`src/rtl/duck_round_controller.sv`:
```
`default_nettype none
// ============================================================================
//  Module      : duck_round_controller
//  Description : Runs one GAME round: 1 s timebase and countdown, duck spawn
//                scheduling towards the duck drawer, and the saturating hit
//                score shown afterwards on the SCORE screen.
//  Revision    : 1.0 - initial release
// ============================================================================
module duck_round_controller #(
    parameter int CLK_HZ        = 65_000_000,
    parameter int GAME_TIME     = 60,
    parameter int SPAWN_GAP_CYC = 32_500_000,
    parameter int SCORE_MAX     = 999
) (
    input  logic        pclk,
    input  logic        rst_d,
    input  logic [1:0]  state_in,
    input  logic        duck_hit,
    input  logic        duck_escaped,
    input  logic        spawn_ack,
    output logic        spawn_req,
    output logic [10:0] duck_hstart,
    output logic        duck_active,
    output logic [6:0]  time_left,
    output logic [9:0]  score,
    output logic        end_of_time
);

    localparam logic [1:0] c_GAME      = 2'b10;
    localparam int         c_PRESC_W   = (CLK_HZ > 1) ? $clog2(CLK_HZ) : 1;
    localparam int         c_GAP_W     = (SPAWN_GAP_CYC > 1) ? $clog2(SPAWN_GAP_CYC) : 1;
    localparam logic [c_PRESC_W-1:0] c_PRESC_LAST = c_PRESC_W'(CLK_HZ - 1);
    localparam logic [c_GAP_W-1:0]   c_GAP_LAST   = c_GAP_W'(SPAWN_GAP_CYC - 1);
    localparam logic [9:0] c_SCORE_MAX = 10'(SCORE_MAX);
    localparam logic [6:0] c_GAME_TIME = 7'(GAME_TIME);
    localparam logic [9:0] c_LFSR_SEED = 10'h2A5;

    localparam logic [2:0] c_ST_OFF   = 3'd0;
    localparam logic [2:0] c_ST_ARM   = 3'd1;
    localparam logic [2:0] c_ST_SPAWN = 3'd2;
    localparam logic [2:0] c_ST_FLY   = 3'd3;
    localparam logic [2:0] c_ST_DONE  = 3'd4;

    logic [2:0]           r_state;
    logic [c_PRESC_W-1:0] r_presc;
    logic [c_GAP_W-1:0]   r_gap;
    logic [9:0]           r_lfsr;
    logic                 r_spawn_req;
    logic [10:0]          r_duck_hstart;
    logic                 r_duck_active;
    logic [6:0]           r_time_left;
    logic [9:0]           r_score;
    logic                 r_end_of_time;

    logic       w_in_game;
    logic       w_running;
    logic       w_sec_tick;
    logic       w_expire;
    logic       w_fly_hit;
    logic [9:0] w_score_inc;

    assign w_in_game   = (state_in == c_GAME);
    assign w_running   = (r_state == c_ST_ARM) || (r_state == c_ST_SPAWN) || (r_state == c_ST_FLY);
    assign w_sec_tick  = w_running && (r_presc == c_PRESC_LAST);
    // The last second running out ends the round regardless of duck activity.
    assign w_expire    = w_sec_tick && (r_time_left == 7'd1);
    // A hit and an escape in the same cycle count as a hit.
    assign w_fly_hit   = (r_state == c_ST_FLY) && duck_hit;
    assign w_score_inc = (r_score >= c_SCORE_MAX) ? c_SCORE_MAX : (r_score + 10'd1);

    // Free-running x^10+x^7+1 LFSR supplying launch positions; seed is nonzero.
    always_ff @(posedge pclk) begin
        if (!rst_d) begin
            r_lfsr <= c_LFSR_SEED;
        end else begin
            r_lfsr <= {r_lfsr[8:0], r_lfsr[9] ^ r_lfsr[6]};
        end
    end

    // Round sequencer: state, timebase, spawn gap, score and registered outputs.
    always_ff @(posedge pclk) begin
        if (!rst_d) begin
            r_state       <= c_ST_OFF;
            r_presc       <= '0;
            r_gap         <= '0;
            r_spawn_req   <= 1'b0;
            r_duck_hstart <= '0;
            r_duck_active <= 1'b0;
            r_time_left   <= '0;
            r_score       <= '0;
            r_end_of_time <= 1'b0;
        end else if ((r_state != c_ST_OFF) && !w_in_game) begin
            // Leaving GAME keeps score and time for the SCORE screen.
            r_state       <= c_ST_OFF;
            r_spawn_req   <= 1'b0;
            r_duck_active <= 1'b0;
            r_end_of_time <= 1'b0;
        end else begin
            if (w_running) begin
                r_presc <= w_sec_tick ? '0 : (r_presc + c_PRESC_W'(1));
            end
            case (r_state)
                c_ST_OFF: begin
                    if (w_in_game) begin
                        r_time_left   <= c_GAME_TIME;
                        r_score       <= '0;
                        r_end_of_time <= 1'b0;
                        r_presc       <= '0;
                        r_gap         <= '0;
                        r_state       <= c_ST_ARM;
                    end
                end
                c_ST_ARM, c_ST_SPAWN, c_ST_FLY: begin
                    if (w_expire) begin
                        r_time_left   <= '0;
                        r_end_of_time <= 1'b1;
                        r_spawn_req   <= 1'b0;
                        r_duck_active <= 1'b0;
                        r_state       <= c_ST_DONE;
                        if (w_fly_hit) begin
                            r_score <= w_score_inc;
                        end
                    end else begin
                        if (w_sec_tick) begin
                            r_time_left <= r_time_left - 7'd1;
                        end
                        case (r_state)
                            c_ST_ARM: begin
                                if (r_gap == c_GAP_LAST) begin
                                    r_duck_hstart <= {1'b0, r_lfsr};
                                    r_spawn_req   <= 1'b1;
                                    r_state       <= c_ST_SPAWN;
                                end else begin
                                    r_gap <= r_gap + c_GAP_W'(1);
                                end
                            end
                            c_ST_SPAWN: begin
                                if (spawn_ack) begin
                                    r_spawn_req   <= 1'b0;
                                    r_duck_active <= 1'b1;
                                    r_state       <= c_ST_FLY;
                                end
                            end
                            c_ST_FLY: begin
                                if (duck_hit || duck_escaped) begin
                                    if (w_fly_hit) begin
                                        r_score <= w_score_inc;
                                    end
                                    r_duck_active <= 1'b0;
                                    r_gap         <= '0;
                                    r_state       <= c_ST_ARM;
                                end
                            end
                            default: begin
                            end
                        endcase
                    end
                end
                default: begin
                    // DONE: everything frozen until GAME is left.
                end
            endcase
        end
    end

    assign spawn_req   = r_spawn_req;
    assign duck_hstart = r_duck_hstart;
    assign duck_active = r_duck_active;
    assign time_left   = r_time_left;
    assign score       = r_score;
    assign end_of_time = r_end_of_time;

endmodule
`default_nettype wire

```
`config.mk`:
```
export PLATFORM = sky130hd
export DESIGN_NAME = duck_round_controller
export DESIGN_NICKNAME = d
export VERILOG_FILES = /design/src/rtl/duck_round_controller.sv
export SDC_FILE = /design/constraint.sdc
export NUM_CORES = 1
export LEC_CHECK = 0
export ABC_AREA = 1
export BUFFER_PORTS_ARGS = -buffer_cell sky130_fd_sc_hd__clkbuf_2
export CAP_MARGIN = 15
export CORE_UTILIZATION = 40
export CTS_BUF_LIST = sky130_fd_sc_hd__clkbuf_8
export CTS_CLUSTER_DIAMETER = 150
export DETAILED_ROUTE_END_ITERATION = 10
export PLACE_DENSITY = 0.57
export SETUP_SLACK_MARGIN = 0.1
export SYNTH_ARGS = -nofsm -noshare
export SYNTH_HDL_FRONTEND = slang
export SYNTH_SLANG_ARGS = --single-unit
```
`constraint.sdc`:
```
create_clock -name pclk -period 1.8 [get_ports pclk]
set_input_delay 0.09 -clock pclk [delete_from_list [all_inputs] [get_ports pclk]]
set_output_delay 0.09 -clock pclk [all_outputs]
set_load 0.01 [all_outputs]
```
# Word level (Yosys, flattened, before mapping)
# Index checks and enable logic that the tools add are counted.
# classes
n_shift	0
magnitude_cmp	1
n_div	0
n_eq_ne	23
add_sub_neg	4
mux	39
reduce_logical	23
n_mul	0
bitwise	4
# op_table
operator	count
two-way mux 26 bit	4
two-way mux 25 bit	4
case mux 25 bit (2 select lines)	2
two-way mux 10 bit	6
adder 26 x 1 -> 26 bit, second input constant	1
equality test 26 bit, second input constant	1
adder 25 x 1 -> 25 bit, second input constant	1
equality test 25 bit, second input constant	1
two-way mux 7 bit	3
inequality test 3 bit, second input constant	7
case mux 10 bit (2 select lines)	1
two-way mux 3 bit	5
case mux 7 bit (2 select lines)	1
inequality test 4 bit, second input constant	3
AND reduction 4 bit	3
adder 10 x 1 -> 10 bit, second input constant	1
>= comparator 10 bit, second input constant	1
AND reduction 5 bit	2
case mux 3 bit (3 select lines)	1
nonzero test 3 bit	3
two-way mux 1 bit	8
equality test 7 x 1 -> 1 bit, second input constant	1
AND reduction 7 bit	1
subtractor 7 x 1 -> 7 bit, second input constant	1
19 further kinds	32
# word_totals
output_inout_bits	31
latchBits	0
regBits	94
n_memories	0
word_cells	104
inputBits	7
ramBits	0
mem_bits_ro	0

# Depth between registers and ports, before layout
# depth
depth_word	8
ltp_mapped	14
ltp_nobuf	14

# Worst setup path after synthesis
# OpenSTA, ideal clock, no wires.
# synth_timing
path_kind	register to register
startpoint	register r_time_left[0], in the netlist time_left[0]
endpoint	register r_duck_hstart[0], in the netlist duck_hstart[0]
path_stages_with_launch	12
required_ns	1.682
path_buffers	1
period_less_slack_ns	1.680
setup_slack_ns	0.120
arrival_ns	1.562
cell_sequence	dfxtp_1 > ha_1 > inv_1 > nor2_1 > nand3_1 > nor2_1 > nand3_4 > nand2_2 > nor2_4 > buf_4 > o21ai_1 > nor2_1
# synth_between
elab_chain_len	4
# synth_lines
item	line	rtl
from (decl)	51	logic [6:0] r_time_left;
from (signal assigned)	105	r_time_left <= c_GAME_TIME;
from (signal assigned)	125	r_time_left <= r_time_left - 7'd1;
equality test 7 x 1 -> 1 bit	66	assign w_expire = w_sec_tick && (r_time_left == 7'd1);
logical AND 1 bit	66	
inverter 1 bit (no source line)	-	
AND reduction 5 bit (no source line)	-	
to (signal assigned)	130	r_duck_hstart <= {1'b0, r_lfsr};
to (decl)	49	logic [10:0] r_duck_hstart;
# Every way passes these cells.
# A chain may end at the register's enable or synchronous reset.

# Worst setup path in the final report
# layout_timing
startpoint	register r_presc[8]
endpoint	register r_duck_hstart[1], in the netlist duck_hstart[1]
# layout_between
elab_chain_len	5
# layout_lines
item	line	rtl
from (decl)	45	logic [c_PRESC_W-1:0] r_presc;
from (signal assigned)	100	r_presc <= w_sec_tick ? '0 : (r_presc + c_PRESC_W'(1));
equality test 26 bit	64	assign w_sec_tick = w_running && (r_presc == c_PRESC_LAST);
logical AND 1 bit	64	
logical AND 1 bit	66	
inverter 1 bit (no source line)	-	
AND reduction 5 bit (no source line)	-	
# Every way passes these cells.

==> results.cfg <==
[synthesis]
ys.flop_type = dfxtp_1
synthMuxAreaShare_pct = 0
syn_avg_cell_area_um2 = 6.43
synth_xor_area_share_pct = 2.50
syn_nets = 828
netlist_instances = 816
netlist_top_cells_area = dfxtp_1 36%, nand2_1 15%, nor2_1 10%
ys_ff_latch = 94
async_flop_share_pct = 0
yosysWarnings = 0
synth_cell_type_count = 43
synth_top_area_share_pct = 35.9
synth_edf_count = 0
synth_compound_area_share_pct = 10.9
synth_top_family_by_area = simple AND/OR/NAND/NOR gates
yosys.area_share.simple_pct = 40.6
mappedNetlistArea_um2 = 5250
ys_seq_area_share_pct = 35.9
synth-adder-area-share_pct = 1.19
synth_top_area_cell = dfxtp_1

[setup_path]
path_cells = inv_1 > nand2_1 > nor2_4 > nand2_2 > nor2_4 > nand3_4 > buf_6 > nand2_2 > nor2_4 > o21ai_0 > a21oi_1
r2r_cells = 11
cp_common_cell = nor2_4
crit_path_start_kind = flip-flop
critPathRequiredTime_ps = 2100
cpMaxStageDelayCell = dfxtp_1
worstReg2RegEnd = duck_hstart[1]
critPathMaxFanout = 14
crit_type = flip-flop to flip-flop
r2r_slack_ps = 100
crit_path_max_incr_delay_ps = 330
endpoint_kind = flip-flop
cp.arrival_ps = 1990
r2r-start = r_presc[8]

[pwr]
swShare_pct = 37.9
p_sw_mw = 2.09
clkPwrFrac_pct = 25.8
pwr-share-seq_pct = 41.6
power.internal_mw = 3.43
pwr-share-comb_pct = 32.6
peakVddDrop_mv = 0.340
powerDensity_nw_per_um2 = 805
p_leak_nw = 2.83

[final_layout]
layout_common_cells = 186 x nand2_1, 117 x nor2_1, 79 x buf_4, 76 x dfxtp_1, 68 x inv_1
num_antenna_cells = 0
final_nets = 945
drive_gt1_share_pct = 30.3
multi_input_area_um2 = 3310
fillCellCount = 1309
layout_commonest_cell = nand2_1
regArea_um2 = 1900
syn2layout_area_growth_pct = 30.8
final_util_pct = 54.0

[sta]
slew-limit-headroom_pct = 63.7
period_minus_slack_ps = 1700
max_freq_ghz = 0.589
slew_violations = 0
finClkSkew_ps = 17.7
hold_violations = 0
setup_slack_ps = 101
setup_viol = 0
tightestPinTransition_ps = 540
finalCritPeriodShare_pct = 94.4
grt_setup_unrepaired = yes

[routing]
drtPass1Iterations = 5
viasPerCell = 5.02
post-route-drc-count = 0
vias = 5573
ant_nets = 0
wl_mm = 14.8
wl_per_cell_um = 13.3
drt-initial-drc-count = 282

[floorplanning]
fp.dieW_um = 117
start_util_pct = 41.2
die_area_um2 = 13600
rows = 41
core_area_um2 = 12700
io_pins = 38
die_y_um = 117

[global_route]
grt_pass1_vias = 5103
grt_overflow = 0
grt_pass1_wl_mm = 23.6
grt_max_degree = 31
antenna_found_initial = 0
grt_usage_pct = 22.3

[place]
routabilityCongestion = 0.923
dp.final_hpwl_mm = 10.5
dp_slack_ps = -9.93
port_buffers = 36

[min_path]
whs_path_depth = 8
min-delay-start = spawn_ack
hp-class = input port to flip-flop
hold_end = r_state[0]

[job]
cap_violations = 0

[status]
outcome = finished clean

[clock_tree]
clkLatencyLatePin_ps = 410
root_buffer = clkbuf_8
clock-sinks = 94
clk_path_buf_depth = 2
cts.clk_slew.worst_paths_ps = 100
cts_htree_levels = 3
cts_buffers = 9
cts_tree = yes
worst max-delay path, delay by kind of cell (launching register included):
family	cells	cell delay (ps)
and+or+nand+nor	7	800
DFF	1	330
buffers and inverters	2	260
AOI/OAI and AO/OA	2	200
cell usage after synthesis, types with 2 or more instances:
cell,number
clkbuf_1,4
nor2_8,2
xnor2_1,6
nor2_1,142
buf_2,6
clkinv_1,2
nor3_1,24
inv_1,74
nor3b_1,2
buf_6,3
o211ai_1,2
nand2_2,4
ha_1,5
nor2_2,8
dfxtp_1,94
o21ai_0,28
nand3_1,63
nor2_4,3
inv_2,17
a21oi_1,54
nand2_1,205
buf_4,4
buf_1,2
nor3_2,3
o31ai_1,2
nand3_4,3
nand4_1,10
o21ai_1,17
xor2_1,9
nor4_1,3
and3_1,3
sequential cells by signal (all words and copies together), names as in the netlist:
register     flops
time_left        7
end_of_time      1
score           10
duck_hstart     10
spawn_req        1
r_state          3
duck_active      1
r_lfsr          10
r_presc         26
r_gap           25
logic make-up after synthesis:
logic type,after synthesis
compound gates,108
other cells,1
xor+xnor,15
fa+ha+maj,5
flops,94
simple gates,481
buf+inv,112
through the flow:
stage / TNS (ps) / power (mW) / cell area (um2) / hold WS, ps / std cells
CTS: 0 / 5.38 / 6470 / 190 / 1099
detailed placement: -11.0 / 3.83 / 6040 / 395 / 1070
finish: 0 / 5.53 / 6860 / 216 / 1110
global placement: 0 / 3.81 / 6040 / 383 / 1070
global route: -52.0 / 5.85 / 6860 / 254 / 1110
floorplan: 0 / 3.26 / 5250 / 318 / 816
per-layer routing:
metal / wire length [um] / global-route usage (%) / vias to the layer above
li1: - / - / 2850
met1: 6830 / 28.1 / 2602
met2: 7180 / 37.1 / 106
met3: 581 / 4.62 / 15
met4: 219 / 8.72 / 0
met5: 0 / 0 / -
how the worst max path moves through the flow:
stage,startpoint,slack (ps),endpoint,cells past startpoint
CTS,time_left[1],60,r_state[0],13
global placement,r_presc[8],20,r_presc[21],12
floorplan,time_left[0],120,duck_hstart[0],11
detailed placement,time_left[1],-10,r_gap[6],12
global route,r_state[1],-20,r_gap[2],10
finish,r_presc[8],100,duck_hstart[1],11
layout make-up:
type,instances,share of cell area (%)
inverters,93,5.16
multi-input cells,611,48.3
well taps,172,3.14
clock buffers,9,1.80
repair buffers,124,13.0
flip-flops and latches,94,27.7
clock inverters,7,0.930
power by group through the flow:
| stage | Combinational (mW) | Sequential [mW] | Clock (mW) |
|---|---|---|---|
| final | 1.80 | 2.30 | 1.43 |
| after global routing | 1.98 | 2.31 | 1.56 |
| after CTS | 1.61 | 2.29 | 1.47 |
| after detailed placement | 1.51 | 2.32 | 0 |
| after global placement | 1.49 | 2.32 | 0 |
| after floorplan | 0.906 | 2.36 | 0 |
timing repair:
item                                    in CTS  in global routing
buffers inserted                            11                 12
pin swaps                                   19                 29
endpoints found under the hold margin        1                  0
resized for setup                           40                101
endpoints found under the setup margin      72                 82
gates cloned                                 1                  0
hold buffers                                 1                  0
(Power assumes the default switching activity.)
